===== src/rtl/multi_clock_gen_if.sv =====
// Control/status bundle for multi_clock_gen.
// master: the block that issues start/stop and programs the channels.
// slave : the clock generator itself.
//   start, stop  - per-channel requests
//   half_period  - NUM_CH packed CNT_W fields, latched at start
//   burst_len    - NUM_CH packed BURST_W fields, latched at start (0 = free-run)
//   clk_out, rise_pulse, busy, done - registered per-channel status
interface multi_clock_gen_if #(
  parameter int unsigned NUM_CH  = 4,
  parameter int unsigned CNT_W   = 16,
  parameter int unsigned BURST_W = 8
) ();

  logic [NUM_CH-1:0]         start;
  logic [NUM_CH-1:0]         stop;
  logic [NUM_CH*CNT_W-1:0]   half_period;
  logic [NUM_CH*BURST_W-1:0] burst_len;
  logic [NUM_CH-1:0]         clk_out;
  logic [NUM_CH-1:0]         rise_pulse;
  logic [NUM_CH-1:0]         busy;
  logic [NUM_CH-1:0]         done;

  modport master (
    output start, stop, half_period, burst_len,
    input  clk_out, rise_pulse, busy, done
  );

  modport slave (
    input  start, stop, half_period, burst_len,
    output clk_out, rise_pulse, busy, done
  );

endinterface


===== src/rtl/multi_clock_gen.sv =====
// Multi-channel divided clock generator.
// Each channel produces a 50% duty square wave of period 2*half_period clk
// cycles, either free-running (burst_len == 0) or for burst_len full cycles.
// A stop request ends the channel gracefully so clk_out always finishes low,
// followed by a one-cycle done strobe.
// Ports:
//   clk  - system clock, rising edge
//   rst  - synchronous active-high reset
//   bus  - multi_clock_gen_if.slave (requests, programming, status outputs)
module multi_clock_gen #(
  parameter int unsigned NUM_CH  = 4,
  parameter int unsigned CNT_W   = 16,
  parameter int unsigned BURST_W = 8
) (
  input  logic                clk,
  input  logic                rst,
  multi_clock_gen_if.slave    bus
);

  typedef enum logic [1:0] {
    S_IDLE = 2'd0,
    S_RUN  = 2'd1,
    S_STOP = 2'd2
  } state_t;

  logic [NUM_CH-1:0] clk_out_v;
  logic [NUM_CH-1:0] rise_v;
  logic [NUM_CH-1:0] busy_v;
  logic [NUM_CH-1:0] done_v;

  for (genvar i = 0; i < NUM_CH; i++) begin : g_ch

    state_t             state_q, state_d;
    logic [CNT_W-1:0]   cnt_q, cnt_d;
    logic [CNT_W-1:0]   hp_q, hp_d;
    logic [CNT_W-1:0]   hp_in;
    logic [CNT_W-1:0]   cnt_step;
    logic [BURST_W-1:0] cyc_q, cyc_d;
    logic [BURST_W-1:0] burst_q, burst_d;
    logic [BURST_W-1:0] bl_in;
    logic [BURST_W:0]   cyc_inc;
    logic               clk_q, clk_d;
    logic               rise_q, rise_d;
    logic               done_q, done_d;
    logic               busy_q;
    logic               tgl;
    logic               last_cyc;
    logic               start_i;
    logic               stop_i;

    assign hp_in   = bus.half_period[i*CNT_W +: CNT_W];
    assign bl_in   = bus.burst_len[i*BURST_W +: BURST_W];
    assign start_i = bus.start[i];
    assign stop_i  = bus.stop[i];

    // Half-period boundary: the output toggles on this edge.
    assign tgl      = (cnt_q == (hp_q - CNT_W'(1)));
    assign cnt_step = tgl ? '0 : (cnt_q + CNT_W'(1));

    // Widened compare so burst_len = 2^BURST_W-1 terminates correctly.
    assign cyc_inc  = {1'b0, cyc_q} + (BURST_W + 1)'(1);
    assign last_cyc = (burst_q != '0) && (cyc_inc == {1'b0, burst_q});

    // State and datapath registers.
    always_ff @(posedge clk) begin
      if (rst) begin
        state_q <= S_IDLE;
        cnt_q   <= '0;
        cyc_q   <= '0;
        hp_q    <= CNT_W'(1);
        burst_q <= '0;
        clk_q   <= 1'b0;
        rise_q  <= 1'b0;
        done_q  <= 1'b0;
        busy_q  <= 1'b0;
      end else begin
        state_q <= state_d;
        cnt_q   <= cnt_d;
        cyc_q   <= cyc_d;
        hp_q    <= hp_d;
        burst_q <= burst_d;
        clk_q   <= clk_d;
        rise_q  <= rise_d;
        done_q  <= done_d;
        busy_q  <= (state_d != S_IDLE);
      end
    end

    // Next-state and next-output logic.
    always_comb begin
      state_d = state_q;
      cnt_d   = cnt_q;
      cyc_d   = cyc_q;
      hp_d    = hp_q;
      burst_d = burst_q;
      clk_d   = clk_q;
      rise_d  = 1'b0;
      done_d  = 1'b0;

      case (state_q)
        S_IDLE: begin
          clk_d = 1'b0;
          // stop wins over a simultaneous start
          if (start_i && !stop_i) begin
            hp_d    = (hp_in == '0) ? CNT_W'(1) : hp_in;
            burst_d = bl_in;
            cnt_d   = '0;
            cyc_d   = '0;
            state_d = S_RUN;
          end
        end

        S_RUN: begin
          cnt_d = cnt_step;
          if (stop_i && !clk_q) begin
            // Output already low: finish now, suppressing any pending rise.
            cnt_d   = '0;
            state_d = S_IDLE;
            done_d  = 1'b1;
          end else if (tgl) begin
            clk_d = !clk_q;
            if (!clk_q) begin
              rise_d = 1'b1;
            end else if (stop_i || last_cyc) begin
              // Falling edge coinciding with a stop or the burst end.
              state_d = S_IDLE;
              done_d  = 1'b1;
            end else begin
              cyc_d = cyc_q + BURST_W'(1);
            end
          end else if (stop_i) begin
            state_d = S_STOP;
          end
        end

        S_STOP: begin
          cnt_d = cnt_step;
          if (tgl) begin
            clk_d = !clk_q;
            if (!clk_q) begin
              rise_d = 1'b1;
            end else begin
              state_d = S_IDLE;
              done_d  = 1'b1;
            end
          end
        end

        default: begin
          state_d = S_IDLE;
          clk_d   = 1'b0;
        end
      endcase
    end

    assign clk_out_v[i] = clk_q;
    assign rise_v[i]    = rise_q;
    assign busy_v[i]    = busy_q;
    assign done_v[i]    = done_q;

  end

  assign bus.clk_out    = clk_out_v;
  assign bus.rise_pulse = rise_v;
  assign bus.busy       = busy_v;
  assign bus.done       = done_v;

endmodule


===== src/flat_wrapper.sv =====
// flat-port wrapper written by rule: the top's interface ports become plain ports
module multi_clock_gen_flat 
#(
  parameter int unsigned NUM_CH  = 4,
  parameter int unsigned CNT_W   = 16,
  parameter int unsigned BURST_W = 8
)
  (clk, rst, bus_start, bus_stop, bus_half_period, bus_burst_len, bus_clk_out, bus_rise_pulse, bus_busy, bus_done);
  multi_clock_gen_if #(.NUM_CH(NUM_CH), .CNT_W(CNT_W), .BURST_W(BURST_W)) bus_i ();
  input  logic clk;
  input  logic rst;
  input wire logic [$bits(bus_i.start)-1:0] bus_start;
  input wire logic [$bits(bus_i.stop)-1:0] bus_stop;
  input wire logic [$bits(bus_i.half_period)-1:0] bus_half_period;
  input wire logic [$bits(bus_i.burst_len)-1:0] bus_burst_len;
  output wire logic [$bits(bus_i.clk_out)-1:0] bus_clk_out;
  output wire logic [$bits(bus_i.rise_pulse)-1:0] bus_rise_pulse;
  output wire logic [$bits(bus_i.busy)-1:0] bus_busy;
  output wire logic [$bits(bus_i.done)-1:0] bus_done;
  assign bus_i.start = bus_start;
  assign bus_i.stop = bus_stop;
  assign bus_i.half_period = bus_half_period;
  assign bus_i.burst_len = bus_burst_len;
  assign bus_clk_out = bus_i.clk_out;
  assign bus_rise_pulse = bus_i.rise_pulse;
  assign bus_busy = bus_i.busy;
  assign bus_done = bus_i.done;
  multi_clock_gen #(.NUM_CH(NUM_CH), .CNT_W(CNT_W), .BURST_W(BURST_W)) u_core (.clk(clk), .rst(rst), .bus(bus_i));
endmodule

===== config.mk =====
export PLATFORM = sky130hd
export DESIGN_NAME = multi_clock_gen_flat
export DESIGN_NICKNAME = d
export VERILOG_FILES = /design/src/rtl/multi_clock_gen_if.sv /design/src/rtl/multi_clock_gen.sv /design/src/flat_wrapper.sv
export SDC_FILE = /design/constraint.sdc
export NUM_CORES = 1
export LEC_CHECK = 0
export ABC_AREA = 0
export CAP_MARGIN = 30
export CORE_UTILIZATION = 30
export CTS_BUF_LIST = sky130_fd_sc_hd__clkbuf_4
export CTS_CLUSTER_SIZE = 28
export DETAILED_ROUTE_END_ITERATION = 6
export PLACE_DENSITY = 0.57
export SETUP_SLACK_MARGIN = 0.1
export SLEW_MARGIN = 20
export SYNTH_ARGS = -nofsm -noshare
export SYNTH_HDL_FRONTEND = slang
export SYNTH_SLANG_ARGS = --single-unit

===== constraint.sdc =====
create_clock -name clk -period 8.7 [get_ports clk]
set_input_delay 1.305 -clock clk [delete_from_list [all_inputs] [get_ports clk]]
set_output_delay 1.305 -clock clk [all_outputs]
set_load 0.005 [all_outputs]

==> impl_results.md <==
- DRT iter0 DRCs: 710
- Largest family of logic cells by synthesized area: simple AND/OR/NAND/NOR gates
- CTS Buf Count: 67
- Worst-skew pair later-pin latency: about 730 ps
- Post-synthesis compound-gate area fraction: approximately a fifth
- WP data required: between 9000 and 10,000 ps
- Setup TNS: 0 ps
- Hold Path End: u_core.g_ch[1].hp_q[15]$_SDFFE_PP0P_
- DP Area: between 10,000 and 15,000 um^2
- PortBufs: 121
- Area delta synth->final: 18.13%
- First-pass GRT wire length: slightly below 60 mm
- Top cells by area, synth: dfxtp_1 33%, nand2_1 7.9%, xnor2_1 6.0%, a21oi_1 5.3%, xor2_1 3.8%
- Worst r2r path cells: 11
- Max Cap Viol: 0
- Part of the Yosys area used for sequential elements: between 30 and 40%
- Place WS: between 4000 and 5000 ps
- Leak: 5.609 nW
- Syn_nets: roughly 1,800
- Initial Util: a little over 30%
- Worst min path class: reg2reg
- CTS tree: built
- Adder-cell area share of the yosys netlist: about 2.7%
- Maximum net fanout on the critical path: 21
- Post-route antenna net violation count: 0
- Setup violators final: 0
- GRT overflow: 0
- H-tree levels: 3
- Pwr/cell area: 167.8 nW/um^2
- Tightest Pin Transition: about 950 ps
- Final critical-path share of the clock period: between 40% and 50%
- R2r endpoint: u_core.g_ch[3].cnt_q[15]$_SDFFE_PP0P_
- Worst VDD drop: about 0.08 mV
- Crit Path Category: reg2reg
- Yosys Warn Count: 0
- Status: finished clean
- Vias: 12,630
- Main synth FF type: dfxtp_1
- Arrival @ worst endpoint: 4860 ps
- Post-synth EDFFs: 0
- Die area: 44,990 um^2
- DRT Wirelength: 35.95 mm
- Worst-path clk slew: 70 ps
- Area leader, netlist: dfxtp_1
- Gr usage total: between 10% and 20%
- Hold slack: approximately 470 ps
- Count leader, synth: nand2_1
- Dpl hpwl: approximately 26 mm
- Ports: 122
- Fin nets: roughly 1,900
- Vias/cell: 5.175
- Fin crit period: roughly 4300 ps
- Drt drc: 0
- Max Root-Sink Buffers: 3
- Initial antenna violation count: 2
- Synth Instances: roughly 1,700
- Die H: ~210 um
- Fmax: between 0.2 and 0.25 GHz
- Post-CTS Setup Inserts: 0
- Drt wl/cell: 14.73 um
- Rel. slew slack: 36.50%
- Final Skew: around 25 ps
- Critical path startpoint category: flop
- Number of global-route vias before repair: 11,870
- Top cell type's share of synthesized area: 32.65%
- Mux contribution to synthesized area: less than 1%
- Async set or reset register ratio after synthesis: 0%
- Post-synth top cells: 279 x nand2_1, 216 x dfxtp_1, 140 x a21oi_1
- Clock Root Buffer: clkbuf_4
- Worst R2R Setup Slack: approximately 4400 ps
- Row count: 76
- Post-route setup slack: between 4000 and 5000 ps
- Post-synthesis simple-gate area fraction: 29.29%
- R2R Path Start: u_core.g_ch[3].hp_q[0]$_SDFFE_PP1P_
- Share of layout cells above drive strength 1: slightly above 8%
- Clock Sinks: between 200 and 250
- Core area: between 40,000 and 50,000 um^2
- Synth Register Bits: about 220
- Power, Total: between 2 and 3 mW
- Unique masters post-synth: 93
- Syn Area/Cell: about 7.8 um^2
- Drt first pass iters: 5
- RSZ-0062 raised after global routing: no
- Post-route cell area: 15,650 um^2
- Pin count of the biggest net entering global routing: between 60 and 70
- Worst Setup End Kind: flop
- CTS hold repair buffers: 0
- WHS Path Cells: 2
- Netlist Area Pre-Place: 13,250 um^2
- Xor and xnor fraction of the mapped netlist area: under 10%
- PostCTS Resize Cnt: 0
- GP Congestion: 0.8948
- Hold_sp: u_core.g_ch[1].hp_q[15]$_SDFFE_PP0P_
- Slew Viols, Final: 0
- Final hold vios: 0
- Die Width: 212.1 um
## power breakdown
group / switching (mW) / internal [mW]
Combinational: 0.295 / 0.216
Clock: 0.465 / 0.566
Sequential: 0.0523 / 1.03
Total: 0.813 / 1.81
## state kept, by name (all words and copies together), names as in the netlist
signal and cells:
u_core.g_ch.cyc_q 32, u_core.g_ch.clk_q 4, u_core.g_ch.hp_q 64, u_core.g_ch.busy_q 4, u_core.g_ch.cnt_q 64, u_core.g_ch.state_q 8
u_core.g_ch.burst_q 32, u_core.g_ch.done_q 4, u_core.g_ch.rise_q 4
## worst max-delay path by stage
stage / startpoint / end / cells past startpoint
3_3_place_gp: u_core.g_ch[3].hp_q[0]$_SDFFE_PP1P_ / u_core.g_ch[3].clk_q$_SDFFE_PP0P_ / 10
4_1_cts: u_core.g_ch[3].hp_q[0]$_SDFFE_PP1P_ / u_core.g_ch[3].cnt_q[15]$_SDFFE_PP0P_ / 11
2_1_floorplan: u_core.g_ch[0].hp_q[0]$_SDFFE_PP1P_ / u_core.g_ch[0].busy_q$_SDFF_PP0_ / 12
3_5_place_dp: bus_stop[3] / u_core.g_ch[3].cnt_q[15]$_SDFFE_PP0P_ / 8
5_1_grt: u_core.g_ch[3].hp_q[0]$_SDFFE_PP1P_ / u_core.g_ch[3].cnt_q[1]$_SDFFE_PP0P_ / 11
6_report: u_core.g_ch[3].hp_q[0]$_SDFFE_PP1P_ / u_core.g_ch[3].cnt_q[15]$_SDFFE_PP0P_ / 11
## metal layers
metal	global-route usage [%]	vias to the layer above	wire length, um
li1	-	6366	-
met1	20.38	5915	17230
met2	25.89	276	16210
met3	3.442	74	1588
met4	5.947	0	920
met5	0	-	0
## critical path, stage by stage (launching register included)
cell and delay, ps:
dfxtp_1 370, inv_1 80, ha_1 210, nor3b_1 790
a21oi_1 140, or4_1 470, a2111o_1 370, nor4_2 440
nand3_1 640, buf_6 380, a31oi_1 180, a311oi_1 70
## per-stage QoR
| stage | util [%] | std cells |
|---|---|---|
| after floorplan | - | 1709 |
| after global placement | 34.09 | 2319 |
| after detailed placement | 34.12 | 2321 |
| after CTS | 36.06 | 2433 |
| after global routing | 36.16 | 2441 |
| final | 36.16 | 2441 |
## cell type report
| type | count | area [um^2] |
|---|---|---|
| fillers | 4491 | 27620 |
| multi-input cells | 1332 | 8205 |
| flip-flops and latches | 216 | 4324 |
| repair buffers | 135 | 1323 |
| well taps | 585 | 732.0 |
| clock buffers | 97 | 728.2 |
| inverters | 56 | 210.2 |
| clock inverters | 15 | 111.4 |
| diodes | 5 | 12.51 |
## cells by family (layout without fill, tap and decap cells)
family	Yosys count	count (layout)
mux	12	12
simple gates	758	758
compound gates	385	385
other cells	0	5
fa+ha+maj	29	29
flops	216	216
buf+inv	161	303
xor+xnor	148	148
## cell usage in the layout (no fill, tap or decap), types with 29 or more instances in the layout
master | Yosys | layout
a31oi_1 | 38 | 38
o21ai_0 | 49 | 49
xor2_1 | 58 | 58
nor2_1 | 102 | 102
inv_1 | 56 | 56
nand3_1 | 66 | 66
nand2_1 | 279 | 279
dfxtp_1 | 216 | 216
nor4_1 | 32 | 32
clkbuf_4 | 0 | 97
clkdlybuf4s50_1 | 0 | 120
and3_1 | 38 | 38
xnor2_1 | 90 | 90
ha_1 | 29 | 29
a21oi_1 | 140 | 140
Power figures use the tool's default switching activity.
